$ cat src/rtl/run_ctrl.sv
`default_nettype none
// ============================================================================
// Module   : run_ctrl
// Purpose  : Sequences the program counter through one program run: entry
//            point selection, conditional branch resolution, halt and timeout.
// Revision : 1.0 - initial release
// ============================================================================
module run_ctrl #(
    parameter int PC_W    = 10,
    parameter int LUT_AW  = 4,
    parameter int MAX_CYC = 4096
) (
    input  logic              clk,
    input  logic              reset,
    input  logic              start,
    input  logic [1:0]        prog_sel,
    input  logic              cfg_we,
    input  logic [LUT_AW-1:0] cfg_addr,
    input  logic [PC_W-1:0]   cfg_data,
    input  logic              br_req,
    input  logic              br_cond,
    input  logic [LUT_AW-1:0] br_idx,
    input  logic              halt,
    output logic              pc_reset,
    output logic              pc_start,
    output logic              branch_en,
    output logic [PC_W-1:0]   target,
    output logic              busy,
    output logic              done,
    output logic              timeout,
    output logic [15:0]       cycle_cnt
);

    localparam int          c_DEPTH   = 2 ** LUT_AW;
    localparam logic [15:0] c_LAST_CYC = 16'(MAX_CYC - 1);

    typedef enum logic [2:0] {
        S_IDLE   = 3'd0,
        S_ARM    = 3'd1,
        S_LAUNCH = 3'd2,
        S_RUN    = 3'd3,
        S_DONE   = 3'd4
    } state_t;

    state_t            r_state;
    logic [1:0]        r_prog_sel_q;
    logic [15:0]       r_cycle_cnt;
    logic              r_timeout;
    logic [PC_W-1:0]   r_lut [c_DEPTH];

    logic [LUT_AW-1:0] w_entry_idx;
    logic              w_cfg_ok;

    assign w_entry_idx = LUT_AW'(r_prog_sel_q);
    assign w_cfg_ok    = (r_state == S_IDLE) || (r_state == S_DONE);

    always_ff @(posedge clk or posedge reset) begin
        if (reset) begin
            r_state      <= S_IDLE;
            r_prog_sel_q <= 2'd0;
            r_cycle_cnt  <= 16'd0;
            r_timeout    <= 1'b0;
        end else begin
            case (r_state)
                S_IDLE, S_DONE: begin
                    // Clear status on the way into ARM so a new run never shows stale results
                    if (start) begin
                        r_state     <= S_ARM;
                        r_cycle_cnt <= 16'd0;
                        r_timeout   <= 1'b0;
                    end
                end
                S_ARM: begin
                    r_prog_sel_q <= prog_sel;
                    r_cycle_cnt  <= 16'd0;
                    r_timeout    <= 1'b0;
                    if (!start) begin
                        r_state <= S_LAUNCH;
                    end
                end
                S_LAUNCH: begin
                    r_state <= S_RUN;
                end
                S_RUN: begin
                    r_cycle_cnt <= r_cycle_cnt + 16'd1;
                    if (halt) begin
                        r_state <= S_DONE;
                    end else if (r_cycle_cnt == c_LAST_CYC) begin
                        r_state   <= S_DONE;
                        r_timeout <= 1'b1;
                    end
                end
                default: begin
                    r_state <= S_IDLE;
                end
            endcase
        end
    end

    always_ff @(posedge clk or posedge reset) begin
        if (reset) begin
            for (int i = 0; i < c_DEPTH; i++) begin
                r_lut[i] <= '0;
            end
        end else if (cfg_we && w_cfg_ok) begin
            r_lut[cfg_addr] <= cfg_data;
        end
    end

    always_comb begin
        pc_reset  = 1'b0;
        pc_start  = 1'b0;
        busy      = 1'b0;
        done      = 1'b0;
        branch_en = 1'b0;
        target    = '0;
        case (r_state)
            S_IDLE: begin
                pc_reset = 1'b1;
            end
            S_ARM: begin
                pc_start = 1'b1;
                busy     = 1'b1;
            end
            S_LAUNCH: begin
                busy      = 1'b1;
                branch_en = 1'b1;
                target    = r_lut[w_entry_idx];
            end
            S_RUN: begin
                busy      = 1'b1;
                branch_en = br_req & br_cond & ~halt;
                target    = r_lut[br_idx];
            end
            S_DONE: begin
                pc_reset = 1'b1;
                done     = 1'b1;
            end
            default: begin
                pc_reset = 1'b1;
            end
        endcase
    end

    assign timeout   = r_timeout;
    assign cycle_cnt = r_cycle_cnt;

endmodule
`default_nettype wire

$ cat config.mk
export PLATFORM = sky130hd
export DESIGN_NAME = run_ctrl
export DESIGN_NICKNAME = d
export VERILOG_FILES = /design/src/rtl/run_ctrl.sv
export SDC_FILE = /design/constraint.sdc
export NUM_CORES = 1
export LEC_CHECK = 0
export ABC_AREA = 1
export ABC_CLOCK_PERIOD_IN_PS = 9400
export CAP_MARGIN = 20
export CORE_MARGIN = 3
export CORE_UTILIZATION = 45
export CTS_CLUSTER_DIAMETER = 30
export DETAILED_ROUTE_END_ITERATION = 10
export PLACE_DENSITY = 0.72
export SYNTH_ARGS = -nofsm -noshare
export SYNTH_HDL_FRONTEND = slang
export SYNTH_SLANG_ARGS = --single-unit
$ cat constraint.sdc
create_clock -name clk -period 9.4 [get_ports clk]
set_clock_uncertainty 0.1 [all_clocks]
set_input_delay 2.82 -clock clk [delete_from_list [all_inputs] [get_ports clk]]
set_output_delay 2.82 -clock clk [all_outputs]
set_load 0.03 [all_outputs]
# ---- After elaboration in Yosys (flattened, before gate mapping)
# Index checks and enable logic that the tools add are counted.
dict set report totals {
  rom_bits 0
  output_inout_bits 32
  latch_bits 0
  ramBits 0
  n_memories 0
  register_bits 182
}
dict set report classes {
  n_mul 0
  n_bitwise 6
  mux 26
  n_eq_ne 10
  reduce_logical 10
  div_mod_pow 0
  add_sub_neg 1
  shifts 0
  order_cmp 4
}
# op n
set op_table {}
lappend op_table {{160-bit bitwise mux} 1}
lappend op_table {{10-bit binary-select mux with 4-bit select} 2}
lappend op_table {{10-bit two-way mux} 5}
lappend op_table {{16-bit one-hot mux with 3 select lines} 1}
lappend op_table {{10-bit demux with 4-bit select} 1}
lappend op_table {{10-bit one-hot mux with 2 select lines} 1}
lappend op_table {{16-bit by 1-bit adder with 16-bit output, second input constant} 1}
lappend op_table {{16-bit by 12-bit equality test with 1-bit output, second input constant} 1}
lappend op_table {{16-bit two-way mux} 1}
lappend op_table {{5-bit greater-or-equal comparator, second input constant} 3}
lappend op_table {{3-bit two-way mux} 4}
lappend op_table {{3-bit one-hot mux with 4 select lines} 1}
lappend op_table {{4-bit NOT with 5-bit output} 2}
lappend op_table {{2-bit != test, second input constant} 4}
lappend op_table {{1-bit two-way mux} 7}
lappend op_table {{3-bit by 2-bit equality test with 1-bit output, second input constant} 2}
lappend op_table {{5-bit by 1-bit < comparator with 1-bit output, second input constant} 1}
lappend op_table {{2-bit NOT with 5-bit output} 1}
lappend op_table {{4-bit AND reduction} 1}
lappend op_table {{3-bit by 1-bit equality test with 1-bit output, second input constant} 1}
lappend op_table {{3-bit equality test, second input constant} 1}
lappend op_table {{3-bit zero test} 1}
lappend op_table {{3-bit != test, second input constant} 1}
lappend op_table {{1-bit one-hot mux with 3 select lines} 1}
lappend op_table {{10 further kinds} 12}

# ---- Longest topological paths before layout
# Gate-level depths: netlist of the first run.
dict set report logic_depth {
  depth_word 6
  mapped_depth 11
}

# ---- Worst setup path after synthesis of the first run
# Ideal clock, no wire load.
dict set report synth_path {
  path_type {input to output}
  startpoint {in br_idx[0]}
  endpoint {out target[0]}
  slack_ps 2605
  stages 11
  arrival_ps 3875
  path_cell_list {buf_2 > inv_1 > buf_4 > buf_2 > nand2_1 > nand3_1 > nand3_1 > nand2_1 > nand2_1 > nand3_1 > nand2_1}
}
dict set report synth_between {
  elab_chain_cells 5
}
# item line_no
set synth_lines {}
lappend synth_lines {{start: declaration} 22} ;# input logic [LUT_AW-1:0] br_idx,
lappend synth_lines {{4-bit NOT with 5-bit output (not written as such)} 133} ;# target = r_lut[br_idx];
lappend synth_lines {{10-bit binary-select mux with 4-bit select} 133}
lappend synth_lines {{10-bit two-way mux (not written as such) (2 in series)} 133}
lappend synth_lines {{10-bit one-hot mux with 2 select lines} 117} ;# case (r_state)
lappend synth_lines {{end: declaration} 27} ;# output logic [PC_W-1:0] target,
# No other way between the ends. The select of a mux whose other input is x is not followed.

# ---- Final worst setup path of the first run
dict set report layout_path {
  startpoint {in br_idx[0]}
  endpoint {out target[4]}
}
# The elaborated chain is that of the path after synthesis.

==> results of run 1 <==
[cell type report]
type	instances	area share
antenna	1	0.000234
tap	270	0.0316
clock buffer	17	0.0398
multi-input combinational	883	0.365
timing repair buffer	65	0.0594
clock inverter	15	0.0172
inverter	172	0.0608
sequential	182	0.426
[through the flow]
step / instance area, µm² / worst slack, ns / utilization / cells
detailed placement: 10100 / 1.24 / 0.491 / 1572
global route: 10700 / 1.04 / 0.520 / 1605
finish: 10700 / 1.20 / 0.520 / 1605
floorplan: 9570 / 1.54 / - / 1320
global placement: 10100 / 1.25 / 0.491 / 1572
CTS: 10700 / 1.22 / 0.520 / 1604
[power by group]
part / internal [mW] / total [mW] / leakage [nW] / switching (mW)
clock: 0.404 / 0.743 / 0.297 / 0.340
sequential: 1.11 / 1.33 / 2.41 / 0.224
combinational: 0.380 / 1.01 / 2.59 / 0.631
total: 1.89 / 3.09 / 5.29 / 1.19
[worst paths after layout]
kind	start	end	slack (ns)
max	br_idx[0]	target[4]	1.20
min	r_lut[48]	r_lut[48]	0.39
max reg2reg	r_state[1]	r_lut[138]	6.95
min reg2reg	r_lut[48]	r_lut[48]	0.39
max in group asynchronous	reset	r_lut[34]	4.73
min in group asynchronous	reset	cycle_cnt[5]	2.84
[synthesized netlist by cell type, drive strengths merged]
master,number,area (µm²)
ha,1,12.5
nor3,11,66.3
inv,170,638
nand2,466,1780
and3,1,6.26
buf,49,334
nand3,126,631
o211ai,1,7.51
dfrtp,182,4550
nand4,5,37.5
a21oi,31,155
clkbuf,34,129
clkinv,2,7.51
nor2,44,185
xor2,1,8.76
a32o,1,10.0
or4,1,7.51
o21ai,192,983
o22ai,1,6.26
a31o,1,8.76
[logic make-up after synthesis]
logic type	synth area share
xor+xnor	0.000915
simple gates	0.284
buf+inv	0.116
compound gates	0.122
flops	0.476
fa+ha+maj	0.00131
[tightest hold or removal path: cells and delay by family, from the launching register on]
| kind | cells | cell delay (ns) |
|---|---|---|
| AO/OA/AOI/OAI | 1 | 0.06 |
| AND/OR/NAND/NOR | 1 | 0.05 |
| flip-flops | 1 | 0.35 |
[sequential cells by signal, indices dropped and copies added (netlist names)]
signal and cells:
r_lut 160, cycle_cnt 16, r_state 3, r_prog_sel_q 2, timeout 1
[per-layer routing]
metal / global-route usage / routed length [µm] / vias up
li1: - / - / 4136
met1: 0.312 / 11500 / 4028
met2: 0.369 / 12100 / 279
met3: 0.0412 / 1630 / 50
met4: 0.0792 / 906 / 0
met5: 0 / 0 / -
==> results.cfg, run 1 <==
[cells_and_area]
nFillCells = 2035
drive_gt1_frac = 0.0465
nets = 1349
multi_input_area_um2 = 3910
final_common_cell = nand2_1
layout_common_cells = nand2_1 (461), dfrtp_1 (182), inv_1 (167)
seq_area_um2 = 4550
syn_to_final_growth_pct = 11.8

[sta]
relSlewSlack = 0.333
tightest_slew_ns = 1.00
hold_slack_ns = 0.386
post-route-min-period_ns = 8.20
fin_tns_setup_ns = 0
hold_viol = 0
report.final.slew_viol_count = 0
fmaxAchievable_mhz = 122
rsz0062_at_grt = no
finalSetupViolations = 0
period_share = 0.873

[setup_path]
slowest_delay_ns = 0.67
cp_max_fo = 62
path_cells = buf_2 > buf_4 > nor2_1 > nor2_1 > nand2_1 > nand3_1 > nand2_1 > nand2_1 > nand3_1 > nand2_1 > clkdlybuf4s50_1
cp.required_ns = 6.48
critPathTopFamily = buffers and inverters
critPathCaptureType = primary output
crit_top_cell = nand2_1
cpMaxStageDelayCell = clkdlybuf4s50_1
worst-path-stages = 11
ff2ff_path_depth = 5
worstSetupStartpointType = input pin
crit_type = input pin to primary output
arrival_ns = 5.28
critical_path_buf_inv_count = 3

[global_routing]
grt_pass1_wl_um = 43000
antenna_found_initial = 1
grt_max_degree = 105
gr-total-overflow = 0
first_global_vias = 7921
grtUsageTotal = 0.229

[clock_tree]
cts_root_buf = clkbuf_16
cts.clk_slew.worst_paths_ns = 0.07
numCtsBuffers = 17
ctsHoldBuffers = 0
cts_tree = done
post_cts_buffers = 0
worstSkewPairLatency_ns = 0.44
cts_resized = 0
h-tree-depth = 4
clock_path_buffers = 2
numClockSinks = 182

[detailed_routing]
first_pass_iters = 6
wl_per_cell_um = 16.3
vias_per_cell = 5.29
final_antenna_net_count = 0
drt-total-wl_um = 26200
post-route-drc-count = 0
vias = 8493
first_iter_violations = 973

[floorplanning]
row_count = 52
core_area_um2 = 20600
die_y_um = 152
die_w_um = 152
pin_count = 59
die_area_um2 = 23100
initial_utilization = 0.465

[hold_path]
hold_path_class = flip-flop to flip-flop
hold_path_depth = 2

[placement]
port-buffer-count = 58
dp_hpwl_um = 17500
gp_congestion = 0.940

[outcome]
status = finished, final reports clean

[power_and_ir_drop]
p_leak_nw = 5.29
p_total_mw = 3.09
ir_worst_vdd_mv = 0.247
p_per_area_nw_per_um2 = 289

[yosys]
netlist_area_um2 = 9570
yosysSeqAreaShare = 0.476
syn-instance-count = 1320
synth_warnings = 0
ys_types = 33
synth.avg_cell_area_um2 = 7.25
postSynthNetCount = 1348
ys_ff_latch = 182

[flow_run]
max-cap-violations = 0
Note: power is estimated with default switching activity, not from simulation.
==> inputs of run 2 (changes only) <==
Settings changed: CTS_BUF_LIST set to sky130_fd_sc_hd__clkbuf_4 sky130_fd_sc_hd__clkbuf_8, HOLD_SLACK_MARGIN set to 0.02.
==> results.cfg, run 2 (same netlist as run 1, synthesis figures left out) <==
[outcome]
status = finished, final reports clean

[setup_path]
cp.required_ns = 6.48
cp_max_fo = 62
arrival_ns = 5.27
crit_type = input pin to primary output
worstSetupStartpointType = input pin
critPathCaptureType = primary output

[sta]
relSlewSlack = 0.332
tightest_slew_ns = 0.999
report.final.slew_viol_count = 0
fin_tns_setup_ns = 0
fmaxAchievable_mhz = 122
period_share = 0.872
post-route-min-period_ns = 8.19
rsz0062_at_grt = no
hold_slack_ns = 0.394
finalSetupViolations = 0
hold_viol = 0

[power_and_ir_drop]
ir_worst_vdd_mv = 0.157
p_int_mw = 1.74
p_leak_nw = 5.20
comb_power_share = 0.347
power_switching_mw = 1.17
pwr-share-seq = 0.458
clkPwrFrac = 0.195
swShare = 0.404
p_per_area_nw_per_um2 = 277

[clock_tree]
cts_root_buf = clkbuf_8
ctsHoldBuffers = 0
worstSkewPairLatency_ns = 0.49
cts_tree = done
cts.clk_slew.worst_paths_ns = 0.09
numClockSinks = 182
clock_path_buffers = 2
numCtsBuffers = 17
cts_resized = 0
h-tree-depth = 4
post_cts_buffers = 0

[floorplanning]
die_area_um2 = 23100
die_w_um = 152
core_area_um2 = 20600
die_y_um = 152
pin_count = 59
initial_utilization = 0.465
row_count = 52

[detailed_routing]
first_iter_violations = 987
wl_per_cell_um = 16.3
post-route-drc-count = 0
final_antenna_net_count = 0
drt-total-wl_um = 26100
first_pass_iters = 5
vias_per_cell = 5.21
vias = 8370

[global_routing]
first_global_vias = 7887
antenna_found_initial = 1
grtUsageTotal = 0.229
grt_pass1_wl_um = 42800
grt_max_degree = 105
gr-total-overflow = 0

[cells_and_area]
final_common_cell = nand2_1
fin_util = 0.511
nFillCells = 2063
layout_common_cells = nand2_1 (461), dfrtp_1 (182), inv_1 (167)
largest_register_ffs = 160
drive_gt1_frac = 0.0465
nets = 1349
syn_to_final_growth_pct = 9.78
regMostFlops = r_lut

[flow_run]
max-cap-violations = 0

[hold_path]
hold_path_class = flip-flop to flip-flop

[placement]
port-buffer-count = 58
gp_congestion = 0.940
dp_hpwl_um = 17500
run 2: power groups by stage:
stage	Sequential [mW]	Clock [mW]	Combinational, mW
2_1_floorplan	1.27	0	0.767
5_1_grt	1.37	0.611	1.16
3_5_place_dp	1.33	0	1.01
3_3_place_gp	1.32	0	0.980
4_1_cts	1.33	0.573	1.01
6_report	1.33	0.568	1.01
run 2: critical path, cell delays in order:
cell and delay [ns]:
buf_2 0.41, buf_4 0.66, nor2_1 0.11, nor2_1 0.12, nand2_1 0.06, nand3_1 0.08
nand2_1 0.07, nand2_1 0.06, nand3_1 0.10, nand2_1 0.09, clkdlybuf4s50_1 0.67
run 2: path summary, 6_finish.rpt:
kind	endpoint	slack [ns]	depth (start not counted)	start
worst min register to register	r_lut[24]	0.39	2	r_lut[24]
max in group asynchronous	r_lut[49]	4.78	3	reset
worst min-delay path	r_lut[24]	0.39	2	r_lut[24]
worst max-delay path	target[4]	1.21	11	br_idx[0]
worst max register to register	r_lut[136]	6.91	5	r_state[1]
min in group asynchronous	cycle_cnt[5]	2.80	2	reset
run 2: through the flow:
stage	worst slack, ns	total power [mW]	cell area (µm²)	cells
3_5_place_dp	1.24	2.34	10100	1572
5_1_grt	1.04	3.15	10500	1605
4_1_cts	1.23	2.91	10500	1604
6_report	1.21	2.91	10500	1605
2_1_floorplan	1.54	2.04	9570	1320
3_3_place_gp	1.25	2.30	10100	1572
run 2: per-layer routing:
metal / track usage / part of all wire
met1: 0.314 / 0.44
met2: 0.363 / 0.46
met3: 0.0378 / 0.061
met4: 0.0972 / 0.041
met5: 0 / 0
run 2: area by class of cell:
| class | count | area, µm² | area share |
|---|---|---|---|
| Sequential cell | 182 | 4550 | 0.433 |
| Clock inverter | 15 | 184 | 0.0175 |
| Antenna cell | 1 | 2.50 | 0.000238 |
| Clock buffer | 17 | 234 | 0.0223 |
| Timing Repair Buffer | 65 | 636 | 0.0605 |
| Inverter | 172 | 651 | 0.0619 |
| Multi-Input combinational cell | 883 | 3910 | 0.372 |
| Tap cell | 270 | 338 | 0.0322 |
